--- src/rtl/cook_pkg.sv ---
// Shared constants for the microwave cook controller: FSM state encodings and
// keypad limits used by the controller and its helper blocks.
package cook_pkg;

  localparam logic [2:0] ST_IDLE  = 3'd0;
  localparam logic [2:0] ST_ENTRY = 3'd1;
  localparam logic [2:0] ST_COOK  = 3'd2;
  localparam logic [2:0] ST_PAUSE = 3'd3;
  localparam logic [2:0] ST_DONE  = 3'd4;

  localparam logic [1:0] MAX_DIGITS = 2'd3;
  localparam logic [3:0] BCD_MAX    = 4'd9;

  function automatic logic is_bcd(input logic [3:0] digit);
    return digit <= BCD_MAX;
  endfunction

endpackage

--- src/rtl/done_tick_counter.sv ---
// Counts 1 Hz ticks while the cook-complete indication is shown; terminal
// fires combinationally on the tick that reaches DONE_TICKS.
module done_tick_counter #(
  parameter int DONE_TICKS = 3
) (
  input  logic clock,
  input  logic clrn,
  input  logic clr,
  input  logic tick,
  output logic terminal
);

  localparam int W = $clog2(DONE_TICKS + 1);

  logic [W-1:0] cnt_q, cnt_d;

  always_comb begin
    cnt_d = cnt_q;
    if (clr) begin
      cnt_d = '0;
    end else if (tick) begin
      cnt_d = cnt_q + W'(1);
    end
  end

  assign terminal = tick && !clr && (cnt_q == W'(DONE_TICKS - 1));

  always_ff @(posedge clock or negedge clrn) begin
    if (!clrn) begin
      cnt_q <= '0;
    end else begin
      cnt_q <= cnt_d;
    end
  end

endmodule

--- src/rtl/cook_controller.sv ---
// Microwave cook sequencing FSM: keypad digits become timer load pulses, the
// 1 Hz enable is gated while cooking, and a timed done indication follows zero.
module cook_controller
  import cook_pkg::*;
#(
  parameter int DONE_TICKS = 3
) (
  input  logic       clock,
  input  logic       clrn,
  input  logic       key_valid,
  input  logic [3:0] key_digit,
  input  logic       start,
  input  logic       stop,
  input  logic       door_closed,
  input  logic       tick,
  input  logic       timer_zero,
  output logic [3:0] timer_data,
  output logic       timer_loadn,
  output logic       timer_clrn,
  output logic       timer_enable,
  output logic       mag_on,
  output logic       done,
  output logic [2:0] state
);

  logic [2:0] state_q, state_d;
  logic [1:0] count_q, count_d;
  logic [3:0] timer_data_q, timer_data_d;
  logic       timer_loadn_q, timer_loadn_d;
  logic       timer_clrn_q, timer_clrn_d;
  logic       mag_on_q, mag_on_d;
  logic       done_q, done_d;
  logic       key_ok;
  logic       dt_clr;
  logic       dt_terminal;

  assign key_ok = key_valid && is_bcd(key_digit);
  assign dt_clr = (state_q != ST_DONE);

  done_tick_counter #(.DONE_TICKS(DONE_TICKS)) u_done_ticks (
    .clock    (clock),
    .clrn     (clrn),
    .clr      (dt_clr),
    .tick     (tick),
    .terminal (dt_terminal)
  );

  always_comb begin
    state_d       = state_q;
    count_d       = count_q;
    timer_data_d  = timer_data_q;
    timer_loadn_d = 1'b1;
    timer_clrn_d  = 1'b1;
    case (state_q)
      ST_IDLE: begin
        if (key_ok) begin
          timer_data_d  = key_digit;
          timer_loadn_d = 1'b0;
          count_d       = 2'd1;
          state_d       = ST_ENTRY;
        end
      end
      ST_ENTRY: begin
        if (stop) begin
          timer_clrn_d = 1'b0;
          count_d      = 2'd0;
          state_d      = ST_IDLE;
        end else begin
          if (key_ok && (count_q < MAX_DIGITS)) begin
            timer_data_d  = key_digit;
            timer_loadn_d = 1'b0;
            count_d       = count_q + 2'd1;
          end
          if (start && door_closed && !timer_zero) begin
            state_d = ST_COOK;
          end
        end
      end
      ST_COOK: begin
        // Reaching zero wins over stop/door so the done indication is never lost.
        if (timer_zero) begin
          state_d = ST_DONE;
        end else if (stop || !door_closed) begin
          state_d = ST_PAUSE;
        end
      end
      ST_PAUSE: begin
        if (stop) begin
          timer_clrn_d = 1'b0;
          count_d      = 2'd0;
          state_d      = ST_IDLE;
        end else if (start && door_closed) begin
          state_d = ST_COOK;
        end
      end
      ST_DONE: begin
        if (stop || key_valid || dt_terminal) begin
          count_d = 2'd0;
          state_d = ST_IDLE;
        end
      end
      default: begin
        count_d = 2'd0;
        state_d = ST_IDLE;
      end
    endcase
    mag_on_d = (state_d == ST_COOK);
    done_d   = (state_d == ST_DONE);
  end

  always_ff @(posedge clock or negedge clrn) begin
    if (!clrn) begin
      state_q       <= ST_IDLE;
      count_q       <= 2'd0;
      timer_data_q  <= 4'd0;
      timer_loadn_q <= 1'b1;
      timer_clrn_q  <= 1'b0;
      mag_on_q      <= 1'b0;
      done_q        <= 1'b0;
    end else begin
      state_q       <= state_d;
      count_q       <= count_d;
      timer_data_q  <= timer_data_d;
      timer_loadn_q <= timer_loadn_d;
      timer_clrn_q  <= timer_clrn_d;
      mag_on_q      <= mag_on_d;
      done_q        <= done_d;
    end
  end

  // Enable is the only combinational output so a tick reaches the timer in its own cycle.
  assign timer_enable = tick && (state_q == ST_COOK);
  assign timer_data   = timer_data_q;
  assign timer_loadn  = timer_loadn_q;
  assign timer_clrn   = timer_clrn_q;
  assign mag_on       = mag_on_q;
  assign done         = done_q;
  assign state        = state_q;

endmodule

--- config.mk ---
export PLATFORM = sky130hd
export DESIGN_NAME = cook_controller
export DESIGN_NICKNAME = d
export VERILOG_FILES = /design/src/rtl/cook_pkg.sv /design/src/rtl/done_tick_counter.sv /design/src/rtl/cook_controller.sv
export SDC_FILE = /design/constraint.sdc
export NUM_CORES = 1
export LEC_CHECK = 0
export CORE_UTILIZATION = 49
export DETAILED_ROUTE_END_ITERATION = 10
export GPL_TIMING_DRIVEN = 0
export PLACE_DENSITY_LB_ADDON = 0.05
export SLEW_MARGIN = 20
export SYNTH_ARGS = -nofsm -noshare
export SYNTH_HDL_FRONTEND = slang
export SYNTH_SLANG_ARGS = --single-unit
--- constraint.sdc ---
create_clock -name clock -period 4.15 [get_ports clock]
set_input_delay 0.6225 -clock clock [delete_from_list [all_inputs] [get_ports clock]]
set_output_delay 0.6225 -clock clock [all_outputs]
set_load 0.03 [all_outputs]
==> Word-level counts from Yosys, hierarchy flattened <==
Cells that the tools add are included.
{ "op_classes": {"add_sub_neg": 2, "magnitude_cmp": 2, "n_eq_ne": 14, "muxes": 27, "bitwise_logic": 1, "reduce_logical": 19} }
{ "ops": {"columns": ["op", "n"], "rows": [
  ["$mux W3", 8],
  ["$pmux W3 S5", 1],
  ["$mux W2", 7],
  ["$mux W4", 3],
  ["$ne A2 B2 Y1 const B", 5],
  ["$pmux W2 S5", 1],
  ["$eq A3 B2 Y1 const B", 3],
  ["$pmux W4 S2", 1],
  ["$logic_and A1 B1 Y1", 7],
  ["$eq A3 B3 Y1 const B", 2],
  ["$ne A3 B3 Y1 const B", 2],
  ["$mux W1", 5],
  ["$reduce_and A5 Y1", 1],
  ["$add A2 B1 Y2 const B", 2],
  ["$le A4 B4 Y1 const B", 1],
  ["$reduce_and A4 Y1", 1],
  ["$reduce_bool A2 Y1", 2],
  ["$eq A3 B1 Y1 const B", 1],
  ["$logic_not A1 Y1", 3],
  ["$logic_not A3 Y1", 1],
  ["$logic_or A1 B1 Y1", 3],
  ["$eq A2 B2 Y1 const B", 1],
  ["$lt A2 B2 Y1 const B", 1],
  ["$pmux W1 S2", 1],
  ["2 further kinds", 2]
]} }
{ "totals": {"regBits": 15, "in_bits": 12, "out_inout_bits": 12, "word_cells": 73} }

==> Logic depth before layout (Yosys ltp) <==
{ "logic_depth": {"ltp_word": 8, "depth_mapped": 6, "ltp_nobuf": 6} }

==> By module <==
Synthesis repeated with hierarchy kept, for this count alone.
{ "hier_totals": {"cells_unflattened": 74, "area_unflattened_um2": 757.0} }
{ "by_module_without_submodules": {"columns": ["module", "instances", "cells_each", "area_per_inst_um2", "seq_area_each_um2"], "rows": [
  ["cook_controller", 1, 63, 648.1, 326.6],
  ["done_tick_counter", 1, 11, 108.9, 50.0]
]} }

==> Worst setup path before layout <==
No wires, ideal clock.
{ "synth_timing": {"path_type": "register to output", "start": "register state_q[2], in the netlist state[2]", "end": "output port timer_enable", "arrival_ps": 1743, "t_required_ps": 3527, "path_slack_ps": 1784, "stages_incl_launch_ff": 4, "n_path_buf": 1, "path_cell_list": "dfrtp_1 > buf_4 > or2b_2 > nor3b_1"} }
{ "synth_via": {"elab_chain_cells": 2} }
{ "synth_rtl": {"columns": ["element", "line", "rtl"], "rows": [
  ["start: declaration", "cook_controller.sv:26", "logic [2:0] state_q, state_d;"],
  ["start signal: assignment", "cook_controller.sv:121", "state_q <= state_d;"],
  ["$eq A3 B2 Y1", "cook_controller.sv:132", "assign timer_enable = tick && (state_q == ST_COOK);"],
  ["$logic_and A1 B1 Y1", "cook_controller.sv:132", null],
  ["end: declaration", "cook_controller.sv:20", "output logic timer_enable,"]
]} }
No other way between the ends.

==> Worst setup path after layout <==
{ "layout_timing": {"start": "input port tick", "end": "output port timer_enable"} }
{ "layout_via": {"elab_chain_cells": 1} }
{ "layout_rtl": {"columns": ["element", "line", "rtl"], "rows": [
  ["start: declaration", "cook_controller.sv:15", "input logic tick,"],
  ["$logic_and A1 B1 Y1", "cook_controller.sv:132", null]
]} }
No other way between the ends.

==> results.py <==
metrics = {
    "synth": {
        "synth-seq-cells": 15,
        "synth-edff-count": 0,
        "ys_types": 30,
        "syn-instance-count": 75,
        "synthFlopType": "dfrtp_1",
        "syn-num-nets": 89,
        "synth-seq-area-share_pct": 45.9,
        "synthArstFlopShare_pct": 100,
        "syn_area_per_cell_sq_um": 10.9,
        "syn_area_sq_um": 821,
        "yosys_warnings": 0,
    },
    "cells_and_area": {
        "fill_cells": 121,
        "utilization_pct": 70.5,
        "antenna_cells": 0,
        "syn2layout_area_growth_pct": 32.5,
        "multiInputGateArea_sq_um": 388,
        "drive_above_1_share_pct": 17.8,
        "final_cells": 117,
        "regArea_sq_um": 377,
        "fin_nets": 116,
        "mostFrequentLayoutCells": "clkdlybuf4s50_1, dfrtp_1, nor2_1",
        "layout_commonest_cell": "clkdlybuf4s50_1",
    },
    "clock_tree": {
        "clkLatencyLatePin_ns": 0.29,
        "clk_pin_slew_worst_paths_ns": 0.08,
        "h-tree-depth": 1,
        "cts.sinks": 15,
        "cts_max_path_buffers": 2,
        "clockRootBuffer": "clkbuf_4",
        "cts_tree": "built",
        "cts_resized": 0,
        "postCtsSetupBuffers": 0,
        "cts_made_buffers": 3,
        "cts-hold-fix-buffers": 0,
    },
    "power": {
        "powerDensity_mw_per_mm2": 374,
        "leakagePower_nw": 0.454,
        "vdd_drop_max_uv": 240,
        "power_mw": 0.406,
    },
    "floorplan": {
        "core-area_sq_mm": 0.00154,
        "die_x_um": 42.9,
        "chipHeight_um": 42.9,
        "rows": 14,
        "ios": 24,
        "initial_core_util_pct": 53.2,
        "fp.dieArea_sq_mm": 0.00184,
    },
    "routing": {
        "drtAntennaViolNets": 0,
        "drc_errors": 0,
        "vias": 699,
        "wl_um": 1700,
        "first_iter_violations": 20,
        "avgRoutedWirePerCell_um": 14.5,
        "via_per_inst": 5.97,
        "dr.pass1.iters": 4,
    },
    "grt": {
        "grt_pass1_wl_um": 2820,
        "grt_max_degree": 16,
        "grt_pass1_vias": 639,
        "antenna_found_initial": 0,
        "track_usage_pct": 21.4,
        "grt.overflow.total": 0,
    },
    "critical_path": {
        "r2r-start": "count_q[0]$_DFFE_PN0P_",
        "cpMostUsedCell": "clkdlybuf4s50_1",
        "crit_cells": 3,
        "cp.required_ns": 3.53,
        "r2r_slack_ns": 2.61,
        "worstPathArrival_ns": 2.18,
        "reg2reg_depth": 4,
        "crit_path_end_kind": "primary output",
        "cp-endpoint": "timer_enable",
        "cpLargestDelayFamily": "buffers and inverters",
        "cp-startpoint": "tick",
        "crit_fanout": 5,
        "startpoint_type": "input port",
        "cp.buffers_inverters": 2,
        "worstReg2RegEnd": "timer_data[2]$_DFFE_PN0P_",
        "crit_type": "in2out",
        "worstPathCellList": "clkdlybuf4s50_1 > nor3b_1 > clkdlybuf4s50_1",
        "cp_slowest_cell": "clkdlybuf4s50_1",
        "slowest_delay_ns": 0.70,
    },
    "timing": {
        "slew_headroom_pct": 57.0,
        "slew_violations": 0,
        "max_freq_ghz": 0.357,
        "rsz0062_at_grt": "false",
        "worst_slack_ns": 1.35,
        "final.min_clock_period_ns": 2.80,
        "hold_viol": 0,
        "finalClockSkew_ns": 0.00497,
        "setup_violations": 0,
        "setup_tns_ns": 0,
        "final.period_utilization_pct": 67.5,
        "worstMarginPinSlew_ns": 0.643,
    },
    "worst_hold_path": {
        "hp-class": "reg2reg",
    },
    "placed_design": {
        "dp.cells": 113,
        "dpl_worst_slack_ns": 1.34,
        "dp_hpwl_um": 1260,
        "gp_congestion": 0.851,
        "port_buffers": 22,
    },
    "job": {
        "maxCapViolations": 0,
    },
    "run_status": {
        "run_status": "finished clean",
    },
}
-- routing by layer --
metal | share of wire (%) | global-route usage, % | routed length [um] | vias to the layer above
met1 | 41 | 25.0 | 701 | 332
met4 | 2.6 | 13.1 | 44 | 0
met3 | 4.9 | 3.83 | 84 | 7
met2 | 51 | 35.8 | 872 | 33
met5 | 0 | 0 | 0 | -
li1 | - | - | - | 327
-- area by class of cell --
type,count,area share (%)
flip-flops and latches,15,34.6
well taps,16,1.84
inverters,4,1.38
repair buffers,22,20.3
multi-input cells,52,35.7
clock buffers,4,2.42
plain buffers,4,3.80
-- cell usage after synthesis (all sizes together), types with 2 or more instances --
| cell | number | area share [%] |
|---|---|---|
| dfrtp | 14 | 43 |
| o21ai | 5 | 3.0 |
| nand3 | 2 | 1.2 |
| a211oi | 4 | 3.7 |
| nor2 | 7 | 3.2 |
| and2b | 2 | 2.1 |
| ha | 2 | 3.0 |
| nor3b | 2 | 1.8 |
| buf | 4 | 5.0 |
| mux2 | 4 | 5.5 |
| nand2 | 4 | 1.8 |
| mux2i | 3 | 3.7 |
| inv | 4 | 1.8 |
| nand4 | 2 | 1.5 |
| a21oi | 3 | 1.8 |
-- power breakdown --
| group | total (mW) | switching [mW] | internal (mW) |
|---|---|---|---|
| sequential | 0.181 | 0.0146 | 0.167 |
| combinational | 0.139 | 0.0733 | 0.0661 |
| clock | 0.0859 | 0.0484 | 0.0375 |
| total | 0.406 | 0.136 | 0.270 |
-- state kept, by name (all words and copies together) (netlist names) --
name and cells:
state 3, timer_clrn 1, done 1, u_done_ticks.cnt_q 2, timer_data 4, timer_loadn 1
count_q 2, mag_on 1
-- metrics by stage --
step | hold WS (ns) | cell area [sq um]
floorplan | 0.327 | 821
detailed placement | 0.495 | 1060
CTS | 0.515 | 1090
global route | 0.530 | 1090
finish | 0.507 | 1090
global placement | 0.486 | 1060
-- how the worst min path moves through the flow --
stage | start | end | cells after the start | slack, ns
2_1_floorplan | clrn | count_q[0]$_DFFE_PN0P_ | 0 | 0.33
3_3_place_gp | timer_data[0]$_DFFE_PN0P_ | timer_data[0]$_DFFE_PN0P_ | 1 | 0.49
3_5_place_dp | timer_data[3]$_DFFE_PN0P_ | timer_data[3]$_DFFE_PN0P_ | 1 | 0.49
4_1_cts | timer_data[3]$_DFFE_PN0P_ | timer_data[3]$_DFFE_PN0P_ | 1 | 0.52
5_1_grt | timer_data[0]$_DFFE_PN0P_ | timer_data[0]$_DFFE_PN0P_ | 1 | 0.53
6_report | timer_data[3]$_DFFE_PN0P_ | timer_data[3]$_DFFE_PN0P_ | 1 | 0.51
-- logic make-up after synthesis --
family,count (synthesis),share of synthesized area (%)
buffers and inverters,8,6.86
DFF,15,45.9
xor gates and xnor gates,1,1.07
AOI/OAI and AO/OA,19,18.1
adders and majority gates,2,3.05
and+or+nand+nor,23,15.9
muxes,7,9.15
Power figures use the tool's default switching activity.
